$ cat src/rtl/clock_pkg.sv
// ============================================================================
// Module   : clock_pkg
// Brief    : Shared constants, glyph table, FSM state type and BCD helpers
//            for the clock timekeeping / segment driver.
// Revision : 1.0 - initial release
// ============================================================================
`default_nettype none

package clock_pkg;

    // Digit slots within the segment vector, H1 is the most significant.
    localparam int NUM_DIGITS = 9;
    localparam int DIG_H1     = 8;
    localparam int DIG_H0     = 7;
    localparam int DIG_M1     = 6;
    localparam int DIG_M0     = 5;
    localparam int DIG_S1     = 4;
    localparam int DIG_S0     = 3;
    localparam int DIG_MS2    = 2;
    localparam int DIG_MS1    = 1;
    localparam int DIG_MS0    = 0;

    localparam int SEG_A = 6;
    localparam int SEG_B = 5;
    localparam int SEG_C = 4;
    localparam int SEG_D = 3;
    localparam int SEG_E = 2;
    localparam int SEG_F = 1;
    localparam int SEG_G = 0;

    // Active-low glyphs {a,b,c,d,e,f,g}; entry k is the glyph for digit k.
    localparam logic [6:0] GLYPH_BLANK = 7'b1111111;
    localparam logic [9:0][6:0] GLYPH_TABLE = {
        7'b0000100,   // 9
        7'b0000000,   // 8
        7'b0001111,   // 7
        7'b0100000,   // 6
        7'b0100100,   // 5
        7'b1001100,   // 4
        7'b0000110,   // 3
        7'b0010010,   // 2
        7'b1001111,   // 1
        7'b0000001    // 0
    };

    localparam logic [7:0]  HH_MAX = 8'h23;
    localparam logic [7:0]  MM_MAX = 8'h59;
    localparam logic [7:0]  SS_MAX = 8'h59;
    localparam logic [11:0] MS_MAX = 12'h999;

    typedef enum logic [1:0] {
        ST_STOP    = 2'd0,
        ST_RUN     = 2'd1,
        ST_LOADING = 2'd2
    } clock_state_e;

    // Two-digit BCD increment with wrap at max; bit 8 is the carry out.
    function automatic logic [8:0] bcd2_inc(input logic [7:0] v, input logic [7:0] max);
        if (v == max)
            return 9'h100;
        else if (v[3:0] == 4'd9)
            return {1'b0, v[7:4] + 4'd1, 4'd0};
        else
            return {1'b0, v[7:4], v[3:0] + 4'd1};
    endfunction

    function automatic logic [12:0] bcd3_inc(input logic [11:0] v);
        if (v == MS_MAX)
            return 13'h1000;
        else if (v[3:0] != 4'd9)
            return {1'b0, v[11:4], v[3:0] + 4'd1};
        else if (v[7:4] != 4'd9)
            return {1'b0, v[11:8], v[7:4] + 4'd1, 4'd0};
        else
            return {1'b0, v[11:8] + 4'd1, 8'd0};
    endfunction

    function automatic logic bcd2_ok(input logic [7:0] v, input logic [7:0] max);
        return (v[3:0] <= 4'd9) && (v[7:4] <= 4'd9) && (v <= max);
    endfunction

endpackage

`default_nettype wire

$ cat src/rtl/clock_seg_driver_bcd_to_seg7.sv
// ============================================================================
// Module   : bcd_to_seg7
// Brief    : Combinational 4-bit BCD to active-low seven-segment encoder.
// Revision : 1.0 - initial release
// ============================================================================
`default_nettype none

module bcd_to_seg7
    import clock_pkg::*;
(
    input  logic [3:0] bcd,
    output logic [6:0] seg
);

    always_comb begin
        seg = GLYPH_BLANK;
        case (bcd)
            4'd0: seg = GLYPH_TABLE[0];
            4'd1: seg = GLYPH_TABLE[1];
            4'd2: seg = GLYPH_TABLE[2];
            4'd3: seg = GLYPH_TABLE[3];
            4'd4: seg = GLYPH_TABLE[4];
            4'd5: seg = GLYPH_TABLE[5];
            4'd6: seg = GLYPH_TABLE[6];
            4'd7: seg = GLYPH_TABLE[7];
            4'd8: seg = GLYPH_TABLE[8];
            4'd9: seg = GLYPH_TABLE[9];
            default: seg = GLYPH_BLANK;
        endcase
    end

endmodule

`default_nettype wire

$ cat src/rtl/clock_seg_driver.sv
// ============================================================================
// Module   : clock_seg_driver
// Brief    : HH:MM:SS.mmm BCD timekeeper with load handshake and registered
//            63-bit active-low segment output.
// Revision : 1.0 - initial release
// ============================================================================
`default_nettype none

module clock_seg_driver
    import clock_pkg::*;
#(
    parameter int CLK_HZ = 100000000,
    parameter int MS_DIV = CLK_HZ / 1000
) (
    input  logic        CLK,
    input  logic        RST_BTN,
    input  logic        run,
    input  logic        clear,
    input  logic        load_valid,
    output logic        load_ready,
    input  logic [7:0]  load_hh,
    input  logic [7:0]  load_mm,
    input  logic [7:0]  load_ss,
    output logic        load_err,
    output logic        ms_tick,
    output logic        wrap,
    output logic [62:0] con
);

    localparam int                    c_PRESC_W   = (MS_DIV > 2) ? $clog2(MS_DIV) : 1;
    localparam logic [c_PRESC_W-1:0] c_PRESC_MAX = c_PRESC_W'(MS_DIV - 1);

    clock_state_e          r_state, w_next_state;
    logic [c_PRESC_W-1:0]  r_presc;
    logic [7:0]            r_hh, r_mm, r_ss;
    logic [11:0]           r_ms;
    logic                  r_load_ready, w_load_ready_next;
    logic                  r_load_err, r_ms_tick, r_wrap;
    logic [62:0]           r_con, w_con;

    logic        w_tick, w_xfer, w_load_ok, w_accept, w_reject, w_advance;
    logic [12:0] w_ms_inc;
    logic [8:0]  w_ss_inc, w_mm_inc, w_hh_inc;
    logic        w_c_ms, w_c_ss, w_c_mm, w_rollover;
    logic [8:0][3:0] w_digits;

    // clear outranks load, and both outrank the millisecond advance.
    assign w_tick    = (r_state == ST_RUN) && (r_presc == c_PRESC_MAX);
    assign w_xfer    = load_valid && r_load_ready && !clear;
    assign w_load_ok = bcd2_ok(load_hh, HH_MAX) && bcd2_ok(load_mm, MM_MAX)
                    && bcd2_ok(load_ss, SS_MAX);
    assign w_accept  = w_xfer && w_load_ok;
    assign w_reject  = w_xfer && !w_load_ok;
    assign w_advance = w_tick && !clear && !w_accept;

    assign w_ms_inc   = bcd3_inc(r_ms);
    assign w_ss_inc   = bcd2_inc(r_ss, SS_MAX);
    assign w_mm_inc   = bcd2_inc(r_mm, MM_MAX);
    assign w_hh_inc   = bcd2_inc(r_hh, HH_MAX);
    assign w_c_ms     = w_ms_inc[12];
    assign w_c_ss     = w_c_ms && w_ss_inc[8];
    assign w_c_mm     = w_c_ss && w_mm_inc[8];
    assign w_rollover = w_c_mm && w_hh_inc[8];

    always_ff @(posedge CLK or negedge RST_BTN) begin
        if (!RST_BTN)
            r_state <= ST_STOP;
        else
            r_state <= w_next_state;
    end

    always_comb begin
        w_next_state = r_state;
        if (w_accept) begin
            w_next_state = ST_LOADING;
        end else begin
            unique case (r_state)
                ST_STOP, ST_RUN, ST_LOADING: w_next_state = run ? ST_RUN : ST_STOP;
                default:                     w_next_state = ST_STOP;
            endcase
        end
    end

    always_comb begin
        w_load_ready_next = (w_next_state != ST_LOADING);
    end

    always_ff @(posedge CLK or negedge RST_BTN) begin
        if (!RST_BTN) begin
            r_presc      <= '0;
            r_hh         <= '0;
            r_mm         <= '0;
            r_ss         <= '0;
            r_ms         <= '0;
            r_load_ready <= 1'b0;
            r_load_err   <= 1'b0;
            r_ms_tick    <= 1'b0;
            r_wrap       <= 1'b0;
        end else begin
            r_load_ready <= w_load_ready_next;
            r_load_err   <= w_reject;
            r_ms_tick    <= w_advance;
            r_wrap       <= w_advance && w_rollover;

            if (clear || w_accept)
                r_presc <= '0;
            else if (r_state == ST_RUN)
                r_presc <= w_tick ? '0 : r_presc + c_PRESC_W'(1);

            if (clear) begin
                r_hh <= '0;
                r_mm <= '0;
                r_ss <= '0;
                r_ms <= '0;
            end else if (w_accept) begin
                r_hh <= load_hh;
                r_mm <= load_mm;
                r_ss <= load_ss;
                r_ms <= '0;
            end else if (w_advance) begin
                r_ms <= w_ms_inc[11:0];
                if (w_c_ms) r_ss <= w_ss_inc[7:0];
                if (w_c_ss) r_mm <= w_mm_inc[7:0];
                if (w_c_mm) r_hh <= w_hh_inc[7:0];
            end
        end
    end

    assign w_digits = {r_hh, r_mm, r_ss, r_ms};

    generate
        for (genvar i = 0; i < NUM_DIGITS; i++) begin : g_seg
            bcd_to_seg7 u_enc (
                .bcd (w_digits[i]),
                .seg (w_con[i*7 +: 7])
            );
        end
    endgenerate

    always_ff @(posedge CLK or negedge RST_BTN) begin
        if (!RST_BTN)
            r_con <= {NUM_DIGITS{GLYPH_TABLE[0]}};
        else
            r_con <= w_con;
    end

    assign load_ready = r_load_ready;
    assign load_err   = r_load_err;
    assign ms_tick    = r_ms_tick;
    assign wrap       = r_wrap;
    assign con        = r_con;

endmodule

`default_nettype wire

$ cat config.mk
export PLATFORM = sky130hd
export DESIGN_NAME = clock_seg_driver
export DESIGN_NICKNAME = d
export VERILOG_FILES = /design/src/rtl/clock_pkg.sv /design/src/rtl/clock_seg_driver_bcd_to_seg7.sv /design/src/rtl/clock_seg_driver.sv
export SDC_FILE = /design/constraint.sdc
export NUM_CORES = 1
export LEC_CHECK = 0
export CORE_MARGIN = 2
export CORE_UTILIZATION = 50
export DETAILED_ROUTE_END_ITERATION = 16
export GPL_ROUTABILITY_DRIVEN = 0
export PLACE_DENSITY_LB_ADDON = 0.12
export SLEW_MARGIN = 40
export SYNTH_ARGS = -nofsm -noshare
export SYNTH_HDL_FRONTEND = slang
export SYNTH_SLANG_ARGS = --single-unit
$ cat constraint.sdc
create_clock -name CLK -period 6.45 [get_ports CLK]
set_clock_uncertainty 0.1 [all_clocks]
set_input_delay 0.9675 -clock CLK [delete_from_list [all_inputs] [get_ports CLK]]
set_output_delay 0.9675 -clock CLK [all_outputs]
set_load 0.05 [all_outputs]
# Word level (Yosys, flattened, before mapping)
# Memory sizes are Yosys's and may differ from the RTL's. A register that Yosys moved wholly into a read port is not among the register bits.
# Cells that the tools add are included.
[totals]
regBits = 59
inputBits = 29
romBits = 1008
output_inout_bits = 67
wordCells = 138
memories = 9
[mem_list]
columns = ["memory", "words", "word_bits", "rd", "rd_clocked_by_memory_dff", "wr", "line_no", "rtl"]
rows = [
  ["(no name shown)", 16, 7, 1, 1, 0, "clock_seg_driver_bcd_to_seg7.sv:17", "case (bcd)"],
  ["(no name shown)", 16, 7, 1, 1, 0, "clock_seg_driver_bcd_to_seg7.sv:17", ""],
  ["(no name shown)", 16, 7, 1, 1, 0, "clock_seg_driver_bcd_to_seg7.sv:17", ""],
  ["(no name shown)", 16, 7, 1, 1, 0, "clock_seg_driver_bcd_to_seg7.sv:17", ""],
  ["(no name shown)", 16, 7, 1, 1, 0, "clock_seg_driver_bcd_to_seg7.sv:17", ""],
  ["(no name shown)", 16, 7, 1, 1, 0, "clock_seg_driver_bcd_to_seg7.sv:17", ""],
  ["3 more memories", "--", "--", "--", "--", "--", "--", ""],
]
[classes]
mux = 30
magnitude_cmp = 9
n_reduce_logical = 50
n_eq_ne = 15
add_sub_neg = 10
[ops]
columns = ["op", "count"]
rows = [
  ["8-bit 2-to-1 mux", 15],
  ["12-bit 2-to-1 mux", 5],
  ["17-bit 2-to-1 mux", 3],
  ["4-bit by 1-bit adder with 4-bit output (second input constant)", 9],
  ["9-bit 2-to-1 mux", 3],
  ["4-bit less-or-equal comparator (second input constant)", 6],
  ["1-bit logical AND", 19],
  ["17-bit by 1-bit adder with 17-bit output (second input constant)", 1],
  ["17-bit == test (second input constant)", 1],
  ["8-bit by 7-bit == test with 1-bit output (second input constant)", 2],
  ["8-bit by 7-bit less-or-equal comparator with 1-bit output (second input constant)", 2],
  ["4-bit != test (second input constant)", 4],
  ["13-bit 2-to-1 mux", 1],
  ["12-bit == test (second input constant)", 1],
  ["4-bit == test (second input constant)", 3],
  ["1-bit zero test", 12],
  ["3-bit AND reduction", 4],
  ["3-bit nonzero test", 4],
  ["4-bit nonzero test", 3],
  ["8-bit by 6-bit == test with 1-bit output (second input constant)", 1],
  ["8-bit by 6-bit less-or-equal comparator with 1-bit output (second input constant)", 1],
  ["2-bit AND reduction", 4],
  ["3-bit OR reduction", 1],
  ["2-bit by 1-bit == test with 1-bit output (second input constant)", 1],
  ["7 further kinds", 8],
]

# Longest topological paths before layout
[depth]
word_depth = 11
ltp_mapped = 10
depth_no_buf = 8

# Cells and area by module
# Synthesis repeated with hierarchy kept, for this count alone.
[unflattened]
cells_unflattened = 758
hier_area_um2 = 7084.3
[by_module_without_submodules]
columns = ["module", "area_per_inst_um2", "cells_per_inst", "instances", "seq_area_each_um2"]
rows = [
  ["clock_seg_driver", 5192.5, 461, 1, 3064.2],
  ["bcd_to_seg7", 210.2, 33, 9, 0.0],
]

# Worst setup path after synthesis
# No wires, ideal clock.
[synth_path]
path_kind = "in2reg"
start = "in load_hh[7]"
end = "reg r_hh[2]"
setup_ns = 0.083
n_path_buf = 2
required_ns = 6.267
cell_stages = 7
setup_slack_ns = 3.656
t_arrival_ns = 2.611
path_cell_list = "nor4_1 nand4_1 o31ai_2 clkbuf_1 clkbuf_1 nor2_1 o21ai_0"
[synth_via]
elab_chain_cells = 10
elab_cells_between_ends = 14
cone_classes = "order compare: 2; mux: 2; reduce/logical: 10"
[synth_lines]
columns = ["element", "line_no", "rtl"]
rows = [
  ["start, declared", "clock_seg_driver.sv:21", "input logic [7:0] load_hh,"],
  ["branches (longest 2 deep; another with 8-bit by 6-bit less-or-equal comparator with 1-bit output)", "--", ""],
  ["1-bit logical AND *", "clock_pkg.sv:79", "return (v[3:0] <= 4'd9) && (v[7:4] <= 4'd9) && (v <= max);"],
  ["1-bit logical AND *", "clock_seg_driver.sv:50", "assign w_load_ok = bcd2_ok(load_hh, HH_MAX) && bcd2_ok(load_mm, MM_MAX)"],
  ["1-bit logical AND *", "clock_seg_driver.sv:51", "&& bcd2_ok(load_ss, SS_MAX);"],
  ["1-bit logical AND *", "clock_seg_driver.sv:52", "assign w_accept = w_xfer && w_load_ok;"],
  ["1-bit zero test", "clock_seg_driver.sv:54", "assign w_advance = w_tick && !clear && !w_accept;"],
  ["1-bit logical AND", "clock_seg_driver.sv:54", ""],
  ["3-bit nonzero test (no source line)", "--", ""],
  ["2-bit AND reduction (no source line)", "--", ""],
  ["end signal, assigned", "clock_seg_driver.sv:116", "r_hh <= load_hh;"],
  ["end signal, assigned", "clock_seg_driver.sv:124", "if (w_c_mm) r_hh <= w_hh_inc[7:0];"],
  ["end, declared", "clock_seg_driver.sv:35", "logic [7:0] r_hh, r_mm, r_ss;"],
]
# Every way passes the cells marked *.
# A chain may end at the register's enable or synchronous reset.

# Final worst setup path
[layout_path]
start = "in clear"
end = "reg r_presc[5]"
[layout_via]
elab_chain_cells = 5
elab_cells_between_ends = 6
cone_classes = "mux: 1; reduce/logical: 5"
[layout_lines]
columns = ["element", "line_no", "rtl"]
rows = [
  ["start, declared", "clock_seg_driver.sv:18", "input logic clear,"],
  ["1-bit zero test", "clock_seg_driver.sv:49", "assign w_xfer = load_valid && r_load_ready && !clear;"],
  ["1-bit logical AND", "clock_seg_driver.sv:49", ""],
  ["1-bit logical AND", "clock_seg_driver.sv:52", ""],
  ["1-bit logical OR *", "clock_seg_driver.sv:105", "if (clear || w_accept)"],
  ["17-bit 2-to-1 mux / 2-bit nonzero test (equally long branches)", "--", ""],
  ["end signal, assigned", "clock_seg_driver.sv:108", "r_presc <= w_tick ? '0 : r_presc + c_PRESC_W'(1);"],
  ["end, declared", "clock_seg_driver.sv:34", "logic [c_PRESC_W-1:0] r_presc;"],
]
# Mark *: on every way between the ends. The rest lies on a longest branch, timed or not.

==> run_results.csv <==
group,metric,value,unit
global_route,grt_first_pass_wirelength,25250,um
global_route,grt_overflow_total,0,
global_route,grt_pass1_vias,5311,
final_layout,mostFrequentLayoutCells,"dfrtp_1 (113), clkdlybuf4s50_1 (94), nor2_1 (91)",
power_and_ir_drop,powerDensity,227.1,mW/mm2
synthesis,syn_area,0.006596,mm2
placement,place.port_buffers,95,
synthesis,synth_top_family_by_area,"simple AND/OR/NAND/NOR gates",
synthesis,synth_edf_count,0,
clock_network,cts.sinks,122,
power_and_ir_drop,power.leakage,0.003723,uW
global_route,grt_usage,22.00,%
timing,setup_viol,0,
synthesis,syn_area_per_cell,9.111,um2
floorplan,rows,41,
clock_network,cts_root_buf,"clkbuf_16",
synthesis,syn_inst,724,
floorplan,die-area,0.01413,mm2
route,wl_met2,7513,um
placement,dp_hpwl,10520,um
timing,slew_violations,0,
route,viasPerCell,5.526,
clock_network,cts_tree,"yes",
clock_network,clockBufferDepth,2,
timing,fin_ws,2950,ps
critical_path,worstReg2RegStart,"r_ms[5]$_DFFE_PN0P_",
synthesis,synth-async-reset-ratio,100.0,%
final_layout,fillers,1003,
timing,rsz0062_at_grt,"no",
power_and_ir_drop,ir_drop,142.1,uV
flow_run,max_cap_viol_count,0,
floorplan,die_w,118.9,um
clock_network,cts_setup_buffers,0,
clock_network,clk_pin_slew,50,ps
timing,hold_violations,0,
global_route,grt_max_degree,68,
synthesis,seq_area_frac_synth,46.45,%
route,top_layer,"met4",
route,wl_met3,714,um
synthesis,ys_warn_count,0,
synthesis,synthAdderAreaFrac,8.725,%
final_layout,n_antenna_cell,0,
synthesis,syn_nets,799,
floorplan,core_area,0.01277,mm2
critical_path,reg2reg_depth,8,
floorplan,initial_utilization,51.64,%
clock_network,clk_latency,410,ps
final_layout,nNetsFinal,886,
critical_path,crit_path_start_kind,"input pin",
final_layout,mostFrequentLayoutCell,"dfrtp_1",
clock_network,cts_buffers,17,
final_layout,drive_above_1_share,7.767,%
route,wl_met1,6482,um
clock_network,cts_resized,0,
timing,tightest_slew,730.8,ps
run_status,status,"finished, final reports clean",
timing,slew_headroom,51.28,%
critical_path,reg2reg_slack,3470,ps
route,drt-pass1-iter-count,6,
hold_path,hold_start,"r_presc[1]$_DFFE_PN0P_",
hold_path,hold_path.class,"reg -> reg",
critical_path,worstSetupStartpoint,"clear",
synthesis,synth_compound_area_share,14.21,%
timing,post-route-period-util,54.27,%
global_route,antenna_found_initial,0,
critical_path,path_max_fanout,16,
timing,tns,0,ps
final_layout,final_cells,996,
placement,dpl.cell_count,964,
synthesis,yosys_most_used_dff,"dfrtp_1",
floorplan,dieHeight,118.9,um
route,drtIter0Drc,325,
route,route.detailed.drc,0,
synthesis,synthDistinctLibCells,62,
synthesis,synthXorXnorAreaFrac,1.859,%
route,routed_wirelength,14900,um
hold_path,min_delay_path_depth,2,
clock_network,cts_hold_buf,0,
final_layout,syn2layout_area_growth,25.53,%
route,vias,5504,
clock_network,htree_levels,4,
critical_path,cp_data_required_time,6680,ps
synthesis,muxShareOfSynthArea,1.840,%
timing,fin_crit,3500,ps
synthesis,synth-simple-area-share,23.27,%
critical_path,timing.rr.end,"r_mm[6]$_DFFE_PN0P_",
critical_path,cp-endpoint,"r_presc[5]$_DFFE_PN0P_",
critical_path,worst_setup_path_end_kind,"register",
synthesis,ys_seq_elements,122,
critical_path,crit_type,"in -> reg",
route,wl_per_cell,14.96,um
critical_path,arrival,3730,ps
placement,place_ws,2595,ps
floorplan,io_pins,96,
route,antenna_left,0,
timing,max_freq,285.7,MHz
area by class of cell:
type | instances | area, um2 | area share [%]
multi-input combinational | 540 | 3308 | 39.95
sequential | 122 | 3064 | 37.01
timing repair buffer | 99 | 982.2 | 11.86
clock buffer | 26 | 509.2 | 6.150
tap | 172 | 215.2 | 2.599
inverter | 31 | 116.4 | 1.405
clock inverter | 6 | 85.08 | 1.028
registers in the layout (all words and copies together) (netlist names):
signal	cells
wrap	1
ms_tick	1
load_err	1
r_presc	17
con	63
r_ms	12
r_mm	8
load_ready	1
r_state	2
r_hh	8
r_ss	8
worst min-delay path by stage:
| stage | slack [ps] | to |
|---|---|---|
| final | 450 | r_presc[1]$_DFFE_PN0P_ |
| after detailed placement | 440 | r_presc[1]$_DFFE_PN0P_ |
| after global routing | 490 | r_presc[16]$_DFFE_PN0P_ |
| after floorplan | 410 | r_presc[16]$_DFFE_PN0P_ |
| after global placement | 430 | r_presc[1]$_DFFE_PN0P_ |
| after CTS | 450 | r_presc[1]$_DFFE_PN0P_ |
cells by family after synthesis:
family	after synthesis
buf+inv	62
fa+ha+maj	46
simple gates	300
mux	12
xor+xnor	14
flops	122
compound gates	168
critical path: stages:
cell and delay (ps):
clkdlybuf4s50_1 690, inv_1 270, nand3_1 200, o31ai_4 620, buf_4 320, nor2_1 110, or3_1 390, a21oi_1 140
routing by layer:
layer / vias up / global-route usage [%]
li1: 2676 / -
met1: 2657 / 28.38
met2: 152 / 37.46
met3: 19 / 4.215
met4: 0 / 6.845
met5: - / 0
power breakdown:
part	total [uW]	internal, uW	switching [uW]
Combinational	146	51.2	95.2
Clock	943	619	324
Sequential	791	782	9.12
per-stage QoR:
| stage | instance area (um2) | hold WS (ps) | utilization [%] | power [uW] |
|---|---|---|---|---|
| 4_1_cts | 8277 | 448.5 | 64.80 | 1895 |
| 3_3_place_gp | 7672 | 427.2 | 60.06 | 948.2 |
| 6_report | 8280 | 454.8 | 64.83 | 1881 |
| 5_1_grt | 8280 | 485.7 | 64.83 | 1948 |
| 3_5_place_dp | 7682 | 443.0 | 60.14 | 950.7 |
| 2_1_floorplan | 6596 | 411.0 | - | 880.8 |
Yosys cell counts, drive strengths merged, types with 3 or more instances:
cell type / number / area (um2)
nand3b: 7 / 65.06
o211ai: 3 / 22.52
o21ai: 54 / 270.3
ha: 46 / 575.6
mux2i: 11 / 110.1
o2111ai: 3 / 26.28
nand2b: 21 / 131.4
buf: 8 / 37.54
dfrtp: 113 / 2828
xnor2: 4 / 35.03
nor3: 15 / 91.34
or2: 10 / 62.56
nor4: 10 / 77.57
or3: 6 / 37.54
xor2: 10 / 87.58
a31oi: 8 / 50.05
a211oi: 3 / 22.52
and3: 10 / 62.56
inv: 31 / 116.4
dfstp: 9 / 236.5
clkbuf: 23 / 86.33
nand2: 73 / 274.0
and3b: 4 / 35.03
nand4: 8 / 50.05
nor2: 92 / 347.8
nor4b: 3 / 38.79
nand3: 23 / 120.1
nor2b: 4 / 25.02
a21oi: 80 / 400.4
o31ai: 3 / 27.52
Power figures use the tool's default switching activity.
